<file path="src/rtl/deserializer_multilane.sv">
// rtl/deserializer_multilane.sv - multi-lane beat-to-word deserializer with one-word output register
module deserializer_multilane #(
  parameter int WORD_LEN  = 24,
  parameter int LANES     = 1,
  parameter bit MSB_FIRST = 1'b0
) (
  input  logic                i_clk,
  input  logic                i_rst_n,
  input  logic                i_en,
  input  logic                i_flush,
  input  logic [LANES-1:0]    iv_din,
  input  logic                i_din_valid,
  output logic                o_ready,
  output logic [WORD_LEN-1:0] ov_dout,
  output logic                o_dout_valid,
  input  logic                i_ready,
  output logic                o_overrun
);

  localparam int BEATS = WORD_LEN / LANES;
  localparam int CW    = (BEATS > 1) ? $clog2(BEATS) : 1;
  localparam logic [CW-1:0] LAST_BEAT = CW'(BEATS - 1);

  typedef enum logic [1:0] {IDLE, SHIFT, HOLD} state_t;

  state_t              state;
  state_t              state_nxt;
  logic [CW-1:0]       cnt;
  logic [WORD_LEN-1:0] sreg;
  logic [WORD_LEN-1:0] sreg_ins;
  logic                accept;
  logic                consume;
  logic                final_beat;
  logic                out_free;
  logic                load_direct;
  logic                load_hold;
  logic                load_word;
  logic [WORD_LEN-1:0] load_data;

  always_ff @(posedge i_clk or negedge i_rst_n) begin
    if (!i_rst_n) begin
      state <= IDLE;
    end else begin
      state <= state_nxt;
    end
  end

  always_comb begin
    state_nxt = state;
    if (i_en) begin
      if (i_flush) begin
        state_nxt = IDLE;
      end else begin
        case (state)
          IDLE, SHIFT: begin
            if (final_beat) begin
              state_nxt = out_free ? IDLE : HOLD;
            end else if (accept) begin
              state_nxt = SHIFT;
            end
          end
          HOLD: begin
            if (consume) begin
              state_nxt = IDLE;
            end
          end
          default: state_nxt = IDLE;
        endcase
      end
    end
  end

  // A finished word bypasses HOLD whenever the output register is empty or draining this cycle.
  always_comb begin
    o_ready     = i_en && (state != HOLD);
    accept      = o_ready && i_din_valid && !i_flush;
    consume     = i_en && i_ready && o_dout_valid;
    final_beat  = accept && (cnt == LAST_BEAT);
    out_free    = !o_dout_valid || consume;
    load_direct = final_beat && out_free;
    load_hold   = (state == HOLD) && consume && !i_flush;
    load_word   = load_direct || load_hold;
    load_data   = load_hold ? sreg : sreg_ins;
  end

  always_comb begin
    sreg_ins = sreg;
    for (int b = 0; b < BEATS; b++) begin
      if (cnt == CW'(b)) begin
        sreg_ins[(MSB_FIRST ? (BEATS - 1 - b) : b) * LANES +: LANES] = iv_din;
      end
    end
  end

  always_ff @(posedge i_clk or negedge i_rst_n) begin
    if (!i_rst_n) begin
      cnt  <= '0;
      sreg <= '0;
    end else if (i_en) begin
      if (i_flush || load_word) begin
        cnt  <= '0;
        sreg <= '0;
      end else if (accept) begin
        sreg <= sreg_ins;
        cnt  <= (cnt == LAST_BEAT) ? '0 : cnt + CW'(1);
      end
    end
  end

  always_ff @(posedge i_clk or negedge i_rst_n) begin
    if (!i_rst_n) begin
      ov_dout      <= '0;
      o_dout_valid <= 1'b0;
      o_overrun    <= 1'b0;
    end else if (i_en) begin
      if (load_word) begin
        ov_dout      <= load_data;
        o_dout_valid <= 1'b1;
      end else if (consume) begin
        o_dout_valid <= 1'b0;
      end
      if (i_din_valid && !o_ready) begin
        o_overrun <= 1'b1;
      end
    end
  end

endmodule

</file>
<file path="config.mk">
export PLATFORM = sky130hd
export DESIGN_NAME = deserializer_multilane
export DESIGN_NICKNAME = d
export VERILOG_FILES = /design/src/rtl/deserializer_multilane.sv
export SDC_FILE = /design/constraint.sdc
export NUM_CORES = 1
export LEC_CHECK = 0
export BUFFER_PORTS_ARGS = -buffer_cell sky130_fd_sc_hd__buf_2
export CAP_MARGIN = 20
export CORE_ASPECT_RATIO = 1.5
export CORE_MARGIN = 10
export CORE_UTILIZATION = 62
export DETAILED_ROUTE_END_ITERATION = 8
export MAX_ROUTING_LAYER = met4
export PLACE_DENSITY = 0.84
export RECOVER_POWER = 25
export SLEW_MARGIN = 20
export SYNTH_ARGS = -nofsm -noshare
export SYNTH_HDL_FRONTEND = slang
export SYNTH_SLANG_ARGS = --single-unit
export TNS_END_PERCENT = 10
</file>
<file path="constraint.sdc">
create_clock -name i_clk -period 3 [get_ports i_clk]
set_clock_uncertainty 0.15 [all_clocks]
set_input_delay 0.6 -clock i_clk [delete_from_list [all_inputs] [get_ports i_clk]]
set_output_delay 0.6 -clock i_clk [all_outputs]
set_load 0.01 [all_outputs]
</file>
==> reports/results.md, run 1 <==
| Parameter | Reported |
|---|---|
| Worst slew margin relative to its limit | 9.770% |
| Final sum of negative setup slack | 0 ns |
| Critical path data arrival time | 2.50 ns |
| Post-route cell area | 3291 um2 |
| Antenna cell count | 0 |
| Unrepaired setup endpoints after global routing | false |
| Maximum resistive drop on vdd | 443.9 uV |
| Pin count of the biggest net entering global routing | 58 |
| CP Class | flop to flop |
| Die Area | 7854 um2 |
| Status | finished, final reports clean |
| Post-place instance area | 3080 um2 |
| Final weighted congestion of routability-driven global placement | 0.9004 |
| Leading register cell type out of synthesis | sky130_fd_sc_hd__dfrtp_1 |
| Post-CTS Resized | 0 |
| I/O Pins | 34 |
| Post-detailed-placement half-perimeter wirelength | 4.330 mm |
| EDFF count, synth | 0 |
| Library cells used by synthesis | 43 |
| # rows | 30 |
| Fraction of layout cells with a size suffix above 1 | 26.74% |
| Cell area power density | 511.2 nW/um2 |
| Clock Sink Count | 57 |
| Clock latency at the later pin of the worst-skew pair | 0.34 ns |
| Detailed-route wire length | 6.127 mm |
| Final hold violations | 0 |
| Total global-route track usage | 17.55% |
| Mean instance size in the synthesized netlist | 11.57 um2 |
| DR DRC count | 0 |
| Number of buffers between clock root and the deepest sink | 2 |
| CP max stage cell | sky130_fd_sc_hd__nor2b_4 |
| Number of buffers inserted during clock tree synthesis | 9 |
| Pre-CTS WS | 0.5115 ns |
| Fraction of synthesized cell area taken by the top area cell type | 49.31% |
| Worst path cell trace | ha_1 -> and4b_1 -> nand4_1 -> nor2b_4 -> mux2_2 |
| Final worst-path cycle share | 80.72% |
| Number of antenna violations at the first check in global routing | 0 |
| Synth Warn # | 0 |
| Async set-or-reset flop fraction in the synthesized netlist | 100.0% |
| Number of vias per cell after detailed routing | 6.435 |
| CTS Root Buffer Type | sky130_fd_sc_hd__clkbuf_8 |
| Syn Nets | 262 |
| Post-CTS Setup Bufs | 0 |
| Gate family responsible for the most delay along the worst path | simple AND/OR/NAND/NOR gates |
| Required time of the worst setup path | 3.07 ns |
| Crit. End Element | flop |
| Total of endpoints with negative setup slack in the final report | 0 |
| Post-synthesis cell type with the largest combined area | sky130_fd_sc_hd__dfrtp_1 |
| Die Wd | 75.77 um |
| Min-Delay Path Class | flop to flop |
| Overall die height | 103.7 um |
| Port Buf Inserts | 33 |
| Leakage Power | 1.651 nW |
| Total via count after detailed routing | 2,162 |
| Main area contributors after synthesis | sky130_fd_sc_hd__dfrtp_1, sky130_fd_sc_hd__mux2_4, sky130_fd_sc_hd__a22o_1, sky130_fd_sc_hd__o211ai_1, sky130_fd_sc_hd__a221o_1 |
| Sort of element at the start of the critical path | flop |
| Routed length per placed instance | 18.24 um |
| Post-synthesis sequential element count | 57 |
| Number of standard cells in the layout, taps in and fillers out | 336 |
| Cells after DPL | 320 |
| Netlist area before placement | 2893 um2 |
| Placeable core region | 4504 um2 |
| Max H-tree Level | 3 |
| 1st-iter DRT viols | 161 |
| CTS tree | built |
| Hold_buf cts | 0 |
| Fin crit period | 2.422 ns |
| Nets | 295 |
| Starting Density | 64.22% |
| Final core area utilization | 73.06% |
| Fmax achieved | 412.9 MHz |
| Proportion of synthesized chip area in sequential cells | 49.31% |
| Total overflow reported by the global router | 0 |
| Layout Area Growth over Synthesis | 13.75% |
| Wire length of the first global-routing pass | 10.63 mm |
| Max_cap viols | 0 |
| Clock Pin Slew Worst Setup and Hold Paths | 0.06 ns |
| Post-Syn Instances | 250 |
| Worst Setup Slack, final | 0.5783 ns |
| Antenna violation net count after detailed routing | 0 |
| Biggest cell delay along the critical path | 0.64 ns |
| Transition at the pin with the smallest max-transition slack | 1.353 ns |
| Highest net fanout along the worst path | 23 |
| Vias in the first global route | 2,166 |
| DRT Pass-1 Iters | 4 |
| Fin. max-slew vios | 0 |
| CP Buf/Inv Count | 0 |
==> worst register-to-register path: cells and delay by family (launching register included) <==
| family | cells | cell delay (ns) |
|---|---|---|
| simple gates | 3 | 1.03 |
| fa+ha+maj | 1 | 0.29 |
| mux | 1 | 0.41 |
| flops | 1 | 0.44 |
==> cells in the mapped netlist (4+ instances only) <==
master	n
sky130_fd_sc_hd__nand4b_1	5
sky130_fd_sc_hd__dfrtp_1	57
sky130_fd_sc_hd__o211ai_1	15
sky130_fd_sc_hd__a221o_1	8
sky130_fd_sc_hd__mux2_4	12
sky130_fd_sc_hd__buf_2	10
sky130_fd_sc_hd__clkbuf_1	6
sky130_fd_sc_hd__a22o_1	13
sky130_fd_sc_hd__inv_1	7
sky130_fd_sc_hd__nor3_1	7
sky130_fd_sc_hd__buf_6	4
sky130_fd_sc_hd__o2bb2ai_1	8
sky130_fd_sc_hd__ha_1	5
sky130_fd_sc_hd__nor2_1	21
sky130_fd_sc_hd__nand2b_1	7
sky130_fd_sc_hd__o21ai_0	7
sky130_fd_sc_hd__nor4bb_1	4
sky130_fd_sc_hd__nand2_1	6
sky130_fd_sc_hd__mux2i_1	8
==> kinds of logic (layout without fill, tap and decap cells) <==
logic type | count (synthesis) | count (layout) | synth area share [%]
buffers and inverters | 27 | 65 | 4.974
DFF | 57 | 57 | 49.31
and+or+nand+nor | 63 | 63 | 12.50
muxes | 23 | 23 | 10.16
AOI/OAI and AO/OA | 75 | 75 | 20.89
adders and majority gates | 5 | 5 | 2.163
==> metal layers <==
| layer | GRT usage, % | routed length [um] | up-vias |
|---|---|---|---|
| met1 | 21.20 | 2613 | 1072 |
| met5 | - | 0 | - |
| li1 | - | - | 1016 |
| met3 | 5.253 | 292 | 9 |
| met4 | 6.400 | 85 | 0 |
| met2 | 26.70 | 3136 | 65 |
==> registers in the layout (all words and copies together), names as in the netlist <==
| signal | flops |
|---|---|
| o_dout_valid | 1 |
| o_overrun | 1 |
| ov_dout | 24 |
| sreg | 24 |
| cnt | 5 |
| state | 2 |
==> report_power, final <==
group	internal (mW)	switching (mW)	total, mW
clock network	0.449	0.305	0.754
logic	0.0457	0.0905	0.136
registers	0.780	0.0121	0.792
total	1.27	0.407	1.68
==> through the flow <==
stage          hold slack [ns]  power, mW
4_1_cts                 0.2610      1.693
6_report                0.3303      1.682
3_5_place_dp            0.3063     0.9424
5_1_grt                 0.3434      1.750
3_3_place_gp            0.3075     0.9371
2_1_floorplan           0.1544     0.8921
==> layout by cell type, fill, tap and decap left out, types with 4 or more instances in the layout <==
| master | n |
|---|---|
| sky130_fd_sc_hd__mux2i_1 | 8 |
| sky130_fd_sc_hd__o2bb2ai_1 | 8 |
| sky130_fd_sc_hd__nand4b_1 | 5 |
| sky130_fd_sc_hd__o211ai_1 | 15 |
| sky130_fd_sc_hd__dfrtp_1 | 57 |
| sky130_fd_sc_hd__a221o_1 | 8 |
| sky130_fd_sc_hd__o21ai_0 | 7 |
| sky130_fd_sc_hd__ha_1 | 5 |
| sky130_fd_sc_hd__a22o_1 | 13 |
| sky130_fd_sc_hd__nor3_1 | 7 |
| sky130_fd_sc_hd__nand2b_1 | 8 |
| sky130_fd_sc_hd__mux2_4 | 12 |
| sky130_fd_sc_hd__buf_4 | 7 |
| sky130_fd_sc_hd__nor2_1 | 21 |
| sky130_fd_sc_hd__inv_1 | 7 |
| sky130_fd_sc_hd__nor4bb_1 | 4 |
| sky130_fd_sc_hd__nand2_1 | 6 |
| sky130_fd_sc_hd__buf_2 | 33 |
| sky130_fd_sc_hd__clkbuf_8 | 12 |
==> cell type report <==
| class | count | area (um2) |
|---|---|---|
| clock buffer | 12 | 165.2 |
| inverter | 7 | 26.28 |
| timing repair buffer | 42 | 242.7 |
| sequential | 57 | 1426 |
| clock inverter | 4 | 50.05 |
| multi-input combinational | 166 | 1320 |
| tap | 48 | 60.06 |
| fill | 317 | 1214 |
==> path summary, 6_finish.rpt <==
kind | start | endpoint | slack (ns) | cells past startpoint
max in group asynchronous | i_rst_n | sreg[16] | 1.38 | 2
hold / removal | o_overrun | o_overrun | 0.33 | 1
setup reg to reg | cnt[0] | ov_dout[9] | 0.58 | 5
setup / recovery | cnt[0] | ov_dout[9] | 0.58 | 5
hold reg to reg | o_overrun | o_overrun | 0.33 | 1
min in group asynchronous | i_rst_n | ov_dout[9] | 0.49 | 2
(Power assumes the default switching activity.)
==> run 2: changes to the inputs <==
--- a/config.mk
+++ b/config.mk
@@ -9,10 +9,10 @@
 export CAP_MARGIN = 20
 export CORE_ASPECT_RATIO = 1.5
 export CORE_MARGIN = 10
-export CORE_UTILIZATION = 62
+export CORE_UTILIZATION = 52
 export DETAILED_ROUTE_END_ITERATION = 8
 export MAX_ROUTING_LAYER = met4
-export PLACE_DENSITY = 0.84
+export PLACE_DENSITY = 0.75
 export RECOVER_POWER = 25
 export SLEW_MARGIN = 20
 export SYNTH_ARGS = -nofsm -noshare
==> constraint.sdc (replaced) <==
create_clock -name i_clk -period 2.1 [get_ports i_clk]
set_clock_uncertainty 0.15 [all_clocks]
set_input_delay 0.42 -clock i_clk [delete_from_list [all_inputs] [get_ports i_clk]]
set_output_delay 0.42 -clock i_clk [all_outputs]
set_load 0.01 [all_outputs]
==> run 2 against run 1 <==
Via count is 3.3% higher. Power is 41% higher. Sequential cell count stayed put. Critical endpoint is now ov_dout[10]. Largest cell class unchanged.
==> reports/results.md, run 2 (same netlist as run 1, synthesis figures left out) <==
| Parameter | Reported | Change |
|---|---|---|
| Status | finished, final reports clean |  |
| Crit. End Element | flop |  |
| Overall die height | 111.3 um | +7.4% |
| Number of antenna violations at the first check in global routing | 0 | unchanged |
| FF-to-FF setup slack | 0.11 ns | -0.47 ns |
| Placeable core region | 5450 um2 | +21% |
| Met3 usage | 3.945% | -1.3 points |
| Max H-tree Level | 3 | unchanged |
| Most common library cell in the layout ignoring fill and taps | sky130_fd_sc_hd__dfrtp_1 |  |
| CTS tree | built |  |
| Pre-CTS WS | -0.03596 ns | -0.5474 ns |
| Final weighted congestion of routability-driven global placement | 0.8697 | -3.4% |
| DR DRC count | 0 | unchanged |
| Required time of the worst setup path | 2.18 ns | -0.89 ns |
| Total of endpoints with negative setup slack in the final report | 0 | unchanged |
| Vias in the first global route | 2,206 | +1.8% |
| Total net switching power | 0.5999 mW | +47% |
| Pin count of the biggest net entering global routing | 38 | -34% |
| Maximum resistive drop on vdd | 481.3 uV | +8.4% |
| CP max stage cell | sky130_fd_sc_hd__dfrtp_1 |  |
| Final Total Pwr | 2.377 mW | +41% |
| Die Area | 9008 um2 | +15% |
| Largest registers ranked by flip-flop count | ov_dout: 24 flops, sreg: 24 flops, cnt: 5 flops |  |
| Clock latency at the later pin of the worst-skew pair | 0.34 ns | about the same |
| Fmax achieved | 502.1 MHz | +22% |
| Filler Cells Inserted | 487 | +54% |
| Worst slew margin relative to its limit | 15.53% | +5.8 points |
| Routed length per placed instance | 17.40 um | -4.6% |
| Final worst-path cycle share | 94.84% | +14 points |
| Clock Sink Count | 57 | unchanged |
| Number of vias per cell after detailed routing | 6.038 | -6.2% |
| # rows | 33 | +10% |
| Wire length of the first global-routing pass | 10.82 mm | +1.8% |
| Total global-route track usage | 15.65% | -1.9 points |
| Fin crit period | 1.992 ns | -0.4300 ns |
| Max_cap viols | 0 | unchanged |
| Final core area utilization | 62.83% | -10 points |
| Proportion of power drawn by the clock network | 43.1% | -1.7 points |
| Highest net fanout along the worst path | 19 | -17% |
| Flip-flop and latch area | 1426 um2 | unchanged |
| Worst path cell trace | ha_1 -> and4b_1 -> nand4_1 -> nor2b_4 -> buf_12 -> mux2_2 |  |
| 1st-iter DRT viols | 141 | -12% |
| Global-route met2 utilization | 24.68% | -2.0 points |
| Fin. max-slew vios | 0 | unchanged |
| Die Wd | 80.90 um | +6.8% |
| Post-CTS Setup Bufs | 0 | unchanged |
| Biggest cell delay along the critical path | 0.41 ns | -0.23 ns |
| Area taken by multi-input logic gates | 1335 um2 | +1.1% |
| Min-Delay Path Class | input pin to flop |  |
| Most crowded layer after global routing | met2 |  |
| Net Sw Frac | 25.24% | +1.0 points |
| Total via count after detailed routing | 2,234 | +3.3% |
| Post-detailed-placement half-perimeter wirelength | 4.651 mm | +7.4% |
| Cell area power density | 694.0 nW/um2 | +36% |
| Number of buffers between clock root and the deepest sink | 2 | unchanged |
| Sort of element at the start of the critical path | flop |  |
| DRT Pass-1 Iters | 4 | unchanged |
| GR met1 Demand/Resource | 17.87% | -3.3 points |
| Fraction of layout cells with a size suffix above 1 | 29.67% | +2.9 points |
| Number of buffers inserted during clock tree synthesis | 9 | unchanged |
| CP Class | flop to flop |  |
| Number of cells on the worst reg-to-reg path | 6 | +1 |
| Antenna cell count | 0 | unchanged |
| Nets | 307 | +4.1% |
| Highest-count cells in the layout ignoring fill and taps | sky130_fd_sc_hd__dfrtp_1, sky130_fd_sc_hd__buf_2, sky130_fd_sc_hd__nor2_1 |  |
| Layout Area Growth over Synthesis | 18.38% |  |
| Final hold violations | 0 | unchanged |
| Worst Setup Slack, final | 0.1083 ns | -0.4700 ns |
| Starting Density | 53.08% | -11 points |
| I/O Pins | 34 | unchanged |
| Total overflow reported by the global router | 0 | unchanged |
| Port Buf Inserts | 33 | unchanged |
| Portion of total power attributed to sequential cells | 47.4% | +0.3 points |
| Clock Pin Slew Worst Setup and Hold Paths | 0.07 ns | about the same |
| Transition at the pin with the smallest max-transition slack | 1.267 ns | -0.08642 ns |
| Unrepaired setup endpoints after global routing | false |  |
| Critical path data arrival time | 2.07 ns | -0.43 ns |
| Logic gate share of total power | 9.5% | +1.4 points |
| Antenna violation net count after detailed routing | 0 | unchanged |
| Detailed-route wire length | 6.438 mm | +5.1% |
| CTS Root Buffer Type | sky130_fd_sc_hd__clkbuf_8 |  |
| Cell-internal power | 1.777 mW | +39% |
| Hold Path Depth | 3 | +2 |
| Leakage Power | 1.705 nW | +3.3% |
==> run 2: cell types whose count changed in the layout (fill, tap and decap cells not counted), moves of 2 or more <==
cell                       delta
sky130_fd_sc_hd__clkbuf_8     -2
sky130_fd_sc_hd__buf_4       +10
sky130_fd_sc_hd__clkbuf_1     +2
sky130_fd_sc_hd__nor4bb_2     +2
sky130_fd_sc_hd__nor4bb_1     -2
==> run 2: cell type report <==
| type | count | area share [%] |
|---|---|---|
| well taps | 70 | 2.558 |
| flip-flops and latches | 57 | 41.65 |
| inverters | 7 | 0.7673 |
| clock buffers | 11 | 4.129 |
| multi-input cells | 166 | 38.98 |
| clock inverters | 5 | 1.608 |
| repair buffers | 54 | 10.30 |
==> run 2: per-layer routing <==
metal / vias up / routed length (um)
li1: 1038 / -
met1: 1137 / 2684
met2: 47 / 3333
met3: 12 / 284
met4: 0 / 137
met5: - / 0
==> run 2: power groups by stage <==
stage | Clock [mW] | Sequential [mW] | Combinational, mW
after global routing | 1.08 | 1.13 | 0.254
after global placement | 0 | 1.15 | 0.218
after CTS | 1.04 | 1.13 | 0.228
final | 1.02 | 1.13 | 0.226
after floorplan | 0 | 1.15 | 0.129
after detailed placement | 0 | 1.15 | 0.223
==> run 2: per-stage QoR <==
stage / setup TNS, ns / instances / hold WS [ns] / cell area [um2]
floorplan: 0 / 250 / -0.02559 / 2893
global placement: 0 / 353 / 0.2594 / 3203
detailed placement: -0.2460 / 353 / 0.2741 / 3203
CTS: 0 / 370 / 0.2517 / 3412
global route: 0 / 370 / 0.2761 / 3425
finish: 0 / 370 / 0.2632 / 3425
==> run 2: final timing paths <==
check                               start      endpoint
worst max-delay path               cnt[0]   ov_dout[10]
worst min-delay path                 i_en  o_dout_valid
worst max register to register     cnt[0]   ov_dout[10]
worst min register to register  o_overrun     o_overrun
max in group asynchronous         i_rst_n        cnt[1]
min in group asynchronous         i_rst_n    ov_dout[0]
==> run 2: critical path, delay by kind of cell, from the launching register on <==
kind / cells / cell delay [ns]
simple gates: 3 / 0.58
flops: 1 / 0.41
mux: 1 / 0.34
fa+ha+maj: 1 / 0.22
buf+inv: 1 / 0.19
==> run 2: timing repair <==
action | in CTS | in global routing
setup endpoints to repair | 13 | 4
gates resized for setup | 1 | 3
hold buffers | 1 | 0
endpoints found under the hold margin | 20 | 0
